[src/rtl/bcd_seq_adder_pkg.sv]
// Shared definitions for the BCD arithmetic blocks: FSM encodings, digit
// limit/correction constants and a digit validity helper.
package bcd_seq_adder_pkg;

    typedef enum logic [1:0] {
        ST_IDLE  = 2'd0,
        ST_CHECK = 2'd1,
        ST_ADD   = 2'd2,
        ST_DONE  = 2'd3
    } state_t;

    localparam logic [3:0] BCD_LIMIT = 4'd9;
    localparam logic [3:0] BCD_CORR  = 4'd6;

    function automatic logic digit_invalid(input logic [3:0] d);
        return d > BCD_LIMIT;
    endfunction

endpackage

[src/rtl/bcd_digit_add.sv]
// Single-digit decimal adder: binary add of two BCD digits plus carry,
// then +6 correction whenever the binary sum leaves the decimal range.
module bcd_digit_add
    import bcd_seq_adder_pkg::*;
(
    input  logic [3:0] a_d,
    input  logic [3:0] b_d,
    input  logic       c,
    output logic [3:0] digit,
    output logic       carry
);

    logic [4:0] s;

    always_comb begin
        s     = {1'b0, a_d} + {1'b0, b_d} + {4'b0, c};
        digit = s[3:0];
        carry = 1'b0;
        if (s > {1'b0, BCD_LIMIT}) begin
            // 4-bit wrap of the low nibble gives (s + 6) mod 16
            digit = s[3:0] + BCD_CORR;
            carry = 1'b1;
        end
    end

endmodule

[src/rtl/bcd_seq_adder.sv]
// Sequential multi-digit BCD adder: validates captured operands, then adds
// one digit per cycle (LSD first) through a single shared digit adder.
module bcd_seq_adder
    import bcd_seq_adder_pkg::*;
#(
    parameter int N_DIGITS = 4
) (
    input  logic                  clk,
    input  logic                  rst,
    input  logic                  start,
    input  logic [4*N_DIGITS-1:0] a,
    input  logic [4*N_DIGITS-1:0] b,
    input  logic                  cin,
    output logic                  busy,
    output logic                  done,
    output logic [4*N_DIGITS-1:0] sum,
    output logic                  cout,
    output logic                  err
);

    localparam int IW = (N_DIGITS > 1) ? $clog2(N_DIGITS) : 1;
    localparam logic [IW-1:0] LAST_IDX = IW'(N_DIGITS - 1);

    state_t                state_q;
    logic [4*N_DIGITS-1:0] a_q;
    logic [4*N_DIGITS-1:0] b_q;
    logic [IW-1:0]         idx_q;
    logic                  carry_q;
    logic                  busy_q;
    logic                  done_q;
    logic [4*N_DIGITS-1:0] sum_q;
    logic                  cout_q;
    logic                  err_q;

    logic [N_DIGITS-1:0]   bad_vec;
    logic                  bad;
    logic [3:0]            digit_d;
    logic                  carry_d;

    generate
        for (genvar gi = 0; gi < N_DIGITS; gi++) begin : g_check
            assign bad_vec[gi] = digit_invalid(a_q[4*gi +: 4]) |
                                 digit_invalid(b_q[4*gi +: 4]);
        end
    endgenerate

    assign bad = |bad_vec;

    bcd_digit_add u_digit_add (
        .a_d   (a_q[4*idx_q +: 4]),
        .b_d   (b_q[4*idx_q +: 4]),
        .c     (carry_q),
        .digit (digit_d),
        .carry (carry_d)
    );

    always_ff @(posedge clk) begin
        if (rst) begin
            state_q <= ST_IDLE;
            a_q     <= '0;
            b_q     <= '0;
            idx_q   <= '0;
            carry_q <= 1'b0;
            busy_q  <= 1'b0;
            done_q  <= 1'b0;
            sum_q   <= '0;
            cout_q  <= 1'b0;
            err_q   <= 1'b0;
        end else begin
            case (state_q)
                ST_IDLE: begin
                    if (start) begin
                        a_q     <= a;
                        b_q     <= b;
                        carry_q <= cin;
                        idx_q   <= '0;
                        busy_q  <= 1'b1;
                        state_q <= ST_CHECK;
                    end
                end
                ST_CHECK: begin
                    if (bad) begin
                        err_q   <= 1'b1;
                        sum_q   <= '0;
                        cout_q  <= 1'b0;
                        busy_q  <= 1'b0;
                        done_q  <= 1'b1;
                        state_q <= ST_DONE;
                    end else begin
                        err_q   <= 1'b0;
                        state_q <= ST_ADD;
                    end
                end
                ST_ADD: begin
                    sum_q[4*idx_q +: 4] <= digit_d;
                    carry_q             <= carry_d;
                    if (idx_q == LAST_IDX) begin
                        cout_q  <= carry_d;
                        busy_q  <= 1'b0;
                        done_q  <= 1'b1;
                        state_q <= ST_DONE;
                    end else begin
                        idx_q <= idx_q + IW'(1);
                    end
                end
                ST_DONE: begin
                    // start is deliberately not sampled here
                    done_q  <= 1'b0;
                    state_q <= ST_IDLE;
                end
                default: state_q <= ST_IDLE;
            endcase
        end
    end

    assign busy = busy_q;
    assign done = done_q;
    assign sum  = sum_q;
    assign cout = cout_q;
    assign err  = err_q;

endmodule

[config.mk]
export PLATFORM = sky130hd
export DESIGN_NAME = bcd_seq_adder
export DESIGN_NICKNAME = d
export VERILOG_FILES = /design/src/rtl/bcd_seq_adder_pkg.sv /design/src/rtl/bcd_digit_add.sv /design/src/rtl/bcd_seq_adder.sv
export SDC_FILE = /design/constraint.sdc
export NUM_CORES = 1
export LEC_CHECK = 0
export CAP_MARGIN = 20
export CORE_MARGIN = 2
export CORE_UTILIZATION = 30
export CTS_CLUSTER_DIAMETER = 120
export DETAILED_ROUTE_END_ITERATION = 10
export HOLD_SLACK_MARGIN = 0.15
export PLACE_DENSITY = 0.5
export SETUP_SLACK_MARGIN = 0.05
export SYNTH_ARGS = -nofsm -noshare
export SYNTH_HDL_FRONTEND = slang
export SYNTH_SLANG_ARGS = --single-unit
[constraint.sdc]
create_clock -name clk -period 7.8 [get_ports clk]
set_input_delay 2.34 -clock clk [delete_from_list [all_inputs] [get_ports clk]]
set_output_delay 2.34 -clock clk [all_outputs]
set_load 0.02 [all_outputs]
# After elaboration in Yosys (flattened, before gate mapping)
# Cells that the tools add are included.
classes:
  add_sub_neg: 5
  magnitude_cmp: 9
  n_eq_ne: 8
  shifts: 4
  mux: 24
  bitwise: 4
  reduce_logical: 14
op_table:
  columns: ["cell", "count"]
  rows:
  - ["$neg 4->34", 1]
  - ["$shift 4x34->16 const A", 1]
  - ["$shiftx 4x34->16", 1]
  - ["$gt 4x4->1 const B", 8]
  - ["$pmux 16 s2", 1]
  - ["$shiftx 16x5->4", 2]
  - ["$bwmux 16", 1]
  - ["$mux 16", 1]
  - ["$mux 1", 10]
  - ["$reduce_and 3->1", 3]
  - ["$mux 2", 4]
  - ["$ne 2x2->1 const B", 4]
  - ["$pmux 2 s4", 1]
  - ["$reduce_and 2->1", 4]
  - ["$eq 2x2->1 const B", 3]
  - ["$pmux 1 s3", 2]
  - ["$reduce_bool 3->1", 2]
  - ["$add 4x4->5", 1]
  - ["$add 5x1->5", 1]
  - ["$gt 5x4->1 const B", 1]
  - ["$add 4x3->4 const B", 1]
  - ["$mux 4", 1]
  - ["$or 1x1->1", 4]
  - ["$pmux 1 s2", 2]
  - ["other kinds (7)", 8]
word_totals:
  regBits: 57
  out_inout_bits: 20

# Logic depth before layout (Yosys ltp)
logic_depth:
  word_depth: 8
  depth_mapped: 10
  depth_no_buf: 9

# Cells and area by module
# Synthesis repeated with hierarchy kept, for this count alone.
hier_totals:
  hier_cells: 336
  hier_area_um2: 3020.4
modules_own_cells:
  columns: ["mod", "n_inst", "cells_each", "area_per_inst_um2", "seq_area_each_um2"]
  rows:
  - ["bcd_seq_adder", 1, 314, 2808.9, 1141.1]
  - ["bcd_digit_add", 1, 22, 211.5, 0.0]

# Worst setup path before layout
# No wires, ideal clock.
synth_timing:
  path_type: "flip-flop to flip-flop"
  startpoint: "register idx_q[0]"
  endpoint: "register sum_q[5] (netlist: sum[5])"
  setup_ns: 0.092
  arrival_ns: 3.435
  path_slack_ns: 4.273
  path_stages_with_launch: 11
  n_path_buf: 1
  synth_period_minus_slack_ns: 3.527
  path_cell_list: "dfxtp_1 > buf_1 > mux4_2 > fa_1 > fa_1 > xnor2_1 > ha_1 > nand2_1 > a21o_1 > a21o_2 > o32ai_1"
synth_between:
  elab_chain_cells: 8
  word_cells_on_any_way: 12
synth_lines:
  columns: ["item", "line", "text"]
  rows:
  - ["start: declaration", "bcd_seq_adder.sv:27", "logic [IW-1:0] idx_q;"]
  - ["start signal: assignment", "bcd_seq_adder.sv:103", "idx_q <= idx_q + IW'(1);"]
  - ["$shiftx 16x5->4 (on tied branches)", "bcd_seq_adder.sv:50, bcd_seq_adder.sv:51", null]
  - ["$add 4x4->5", "bcd_digit_add.sv:16", "s = {1'b0, a_d} + {1'b0, b_d} + {4'b0, c};"]
  - ["$add 5x1->5", "bcd_digit_add.sv:16", null]
  - ["$add 4x3->4 or $gt 5x4->1 (tied branches)", "bcd_digit_add.sv:21, bcd_digit_add.sv:19", null]
  - ["$mux 4", "bcd_digit_add.sv:19", "if (s > {1'b0, BCD_LIMIT}) begin"]
  - ["$shiftx 4x34->16", "bcd_seq_adder.sv:95", "sum_q[4*idx_q +: 4] <= digit_d;"]
  - ["$bwmux 16 *", "bcd_seq_adder.sv:95", null]
  - ["$pmux 16 s2 *", "bcd_seq_adder.sv:70", "case (state_q)"]
  - ["end signal: indexed assignment", "bcd_seq_adder.sv:95", null]
  - ["end: declaration", "bcd_seq_adder.sv:31", "logic [4*N_DIGITS-1:0] sum_q;"]
# Every way passes the cells marked *; elsewhere a longest branch is shown, timed or not.
# A chain may end at the register's enable or synchronous reset.

# Worst setup path in the final report
layout_timing:
  startpoint: "register idx_q[0]"
  endpoint: "register sum_q[6] (netlist: sum[6])"
# Same word-level chain as after synthesis.

==> key figures <==
Logic synthesis
  • Syn Inst Count: 318
  • Post-Synth XOR/XNOR Area: 0.6349%
  • FFs w/ async S/R, synth: 0%
  • Syn avg cell area: between 8 and 9 um2
  • Post-synthesis register bit count: 57
  • Sequential area share after synthesis: 41.36%
  • Post-synthesis net count: 369
  • Post-synthesis simple-gate area fraction: 18.82%
  • Main combinational cell family by area after synthesis: compound AO/OA/AOI/OAI gates
  • Synth warn: 0
  • Synth Flop Type: dfxtp_1
  • Synth Area in Compound Gates: 19.14%
  • Netlist cell types: between 40 and 50
  • Number of synthesized flops with an enable pin: 0
  • Cell area after synthesis: 2759 um2
  • Multiplexer area fraction after synthesis: 7.256%
  • Synth Area in Adders: 7.347%

Setup path
  • Slowest cell on crit path: dfxtp_1
  • WS Path Type: reg2reg
  • Crit path largest cell delay: 0.80 ns
  • Worst reg2reg path startpoint: idx_q[0]
  • FF-to-FF setup slack: 3.93 ns
  • Critical Path AT: 4.05 ns
  • Crit start category: register
  • Most used cell, CP: fa_1
  • CP delay by family, top: adder cells
  • CP Max Fanout: 16
  • Required time of the critical path: 7.98 ns
  • Cell Chain, Critical Path: mux4_2, fa_1, fa_1, xnor2_1, ha_1, nand2_1, a31oi_1, o22a_1, o32ai_1
  • CP endpoint kind: register
  • Reg2Reg Depth: 9
  • CP Buf/Inv Count: 0
  • R2r endpoint: sum[6]

STA
  • Rel. slew slack: 28.28%
  • Fmax: 0.2582 GHz
  • Final Skew: 0.006632 ns
  • Final Slew Violations: 0
  • RSZ-0062 raised after global routing: no
  • Worst setup slack after layout: 3.927 ns
  • Final setup vio count: 0
  • Hold Slack: 0.4550 ns
  • Crit share post-route: 49.65%
  • Period minus WS final: 3.873 ns
  • Setup tns final: 0 ns
  • Worst Tran Pin Value: 1.076 ns
  • Count of final hold-check violations: 0

Clock network
  • Reg clk slew, reported paths: 0.06 ns
  • # hold bufs at CTS: 0
  • CTS Buf Count: 9
  • Clock Latency Late Sink: 0.33 ns
  • Htree depth: 3
  • CTS tree: done
  • CTS root buffer: clkbuf_8
  • Clock tree buffer depth: 2
  • Cts repair resizes: 0
  • CTS Sinks: 57
  • Setup Fix Bufs, Post-CTS: 0

Floorplanning
  • Die Ht: 99.90 um
  • FP Rows: 34
  • Initial Util: approximately 31%
  • Die X: between 90 and 100 um
  • Num ports: 56
  • Die area: approximately 10000 um2
  • Core ar.: 8806 um2

Detailed routing
  • Starting DRT DRC Count: between 50 and 60
  • Pre-antenna DRT Iters: 4
  • Final wirelength: 6.764 mm
  • Remaining antenna violation count: 0
  • WL per Instance: 14.00 um
  • Vias/cell: 5.010
  • # DRC: 0
  • Via count: 2420

Cells and area
  • Fillers: approximately 920
  • Most frequent cells in the layout: nand2_1 (72), dfxtp_1 (57), clkdlybuf4s50_1 (54), a21oi_1 (39), nor2_1 (18)
  • Nets: approximately 420
  • Commonest non-fill, non-tap cell in the layout: nand2_1
  • Layout cell share with drive strength beyond 1: 8.267%
  • Syn-to-layout area delta: 30.02%
  • Ant diodes: 0

Run status
  • Outcome: finished, final reports clean

Global routing
  • Total GRT Usage: 14.44%
  • Initial antenna violation count: 0
  • Vias in the first global route: approximately 2300
  • Grt total ovfl: 0
  • First-pass GRT wire length: between 10 and 15 mm
  • Pin count of the biggest net entering global routing: 60

Power
  • Clk pwr share: 23.8%
  • Lkg Pwr: 1.325 nW
  • Sw Pwr: 0.4270 mW
  • Power per cell area: 315.2 nW/um2
  • Register share of total power: 33.8%
  • Cell Int Power: 0.7037 mW
  • Total design power: between 1 and 1.5 mW
  • Switching share of total power: 37.76%
  • Worst VDD drop: roughly 0.00011 V
  • Logic pwr share: 42.4%

Place
  • RePlAce Congestion: 0.7522
  • Setup slack at placement: 3.748 ns
  • Port bufs: 55
  • Detailed Place HPWL: slightly below 5 mm

Min path
  • Hold EP: b_q[4]
  • Hold Path Cell Cnt: 2
  • Min-Delay Path Class: reg2reg
  • Hold Startpoint: b_q[4]

Job
  • MaxCap Viol Count: 0
-- layer usage --
layer	global-route usage, %	vias to the layer above	wire length (um)
met4	5.585	0	103
met2	23.65	66	3202
met1	17.93	1129	3111
met3	4.318	11	347
met5	0	-	0
li1	-	1214	-
-- worst min-delay path: cells and delay by family, from the launching register on --
| kind | cells | cell delay, ns |
|---|---|---|
| AOI/OAI and AO/OA | 1 | 0.05 |
| DFF | 1 | 0.31 |
| and+or+nand+nor | 1 | 0.05 |
-- how the worst max path moves through the flow --
stage	slack, ns	end	depth (start not counted)	from
floorplan	4.27	sum[5]	10	idx_q[0]
global placement	3.57	carry_q	5	start
detailed placement	3.75	b_q[8]	4	start
CTS	3.91	sum[6]	9	idx_q[0]
global route	3.60	sum[6]	9	idx_q[0]
finish	3.93	sum[6]	9	idx_q[0]
-- through the flow --
stage / utilization [%] / std cells / instance area (um2)
floorplan: - / 318 / 2759
global placement: 38.02 / 464 / 3348
detailed placement: 38.19 / 465 / 3363
CTS: 40.34 / 481 / 3552
global route: 40.74 / 483 / 3587
finish: 40.74 / 483 / 3587
-- sequential cells by signal (all words and copies together) (netlist names) --
register  cells
a_q          16
b_q          16
busy          1
carry_q       1
cout          1
done          1
err           1
idx_q         2
state_q       2
sum          16
-- Yosys cell counts, drive strengths merged, types with 2 or more instances --
master   number  area [um2]
o32ai         4       35.03
buf           5       37.54
clkbuf       11       41.29
inv          15       58.81
xnor2         2       17.52
dfxtp        57        1141
or4           2       15.01
a211oi        2       15.01
a22oi         2       15.01
o21ai        13       65.06
nand4         2       12.51
or3           4       35.03
o2bb2ai       4       35.03
ha           13       162.7
nor2b         3       18.77
nand3         2       10.01
o21bai        2       15.01
mux2i         2       20.02
nor3          6       30.03
nand2        72       270.3
a2bb2oi       7       61.31
a31oi         2       12.51
nor2         18       67.56
fa            2       40.04
a21o          3       23.77
mux4          8       180.2
a211o         2       20.02
nand2b        5       31.28
a21oi        39       195.2
-- cells by family after synthesis --
logic type | Yosys count
buffers and inverters | 32
flip-flops | 57
multiplexers | 10
AND/OR/NAND/NOR | 118
XOR/XNOR | 2
adder cells (fa/ha/maj) | 15
AO/OA/AOI/OAI | 84
-- cell type report --
type	count	area [um2]	area share (%)
Multi-Input combinational cell	229	1468	40.91
Clock inverter	3	40.04	1.116
Timing Repair Buffer	58	595.6	16.60
Clock buffer	13	148.9	4.151
Tap cell	108	135.1	3.767
Sequential cell	57	1141	31.81
Inverter	15	58.81	1.639
-- power by group through the flow --
stage                     clock (mW)  sequential, mW  combinational, mW
after floorplan                    0           0.383              0.340
after global placement             0           0.388              0.452
after detailed placement           0           0.390              0.463
after CTS                      0.279           0.383              0.465
after global routing           0.293           0.392              0.534
final                          0.269           0.382              0.479
Note: power is estimated with default switching activity, not from simulation.
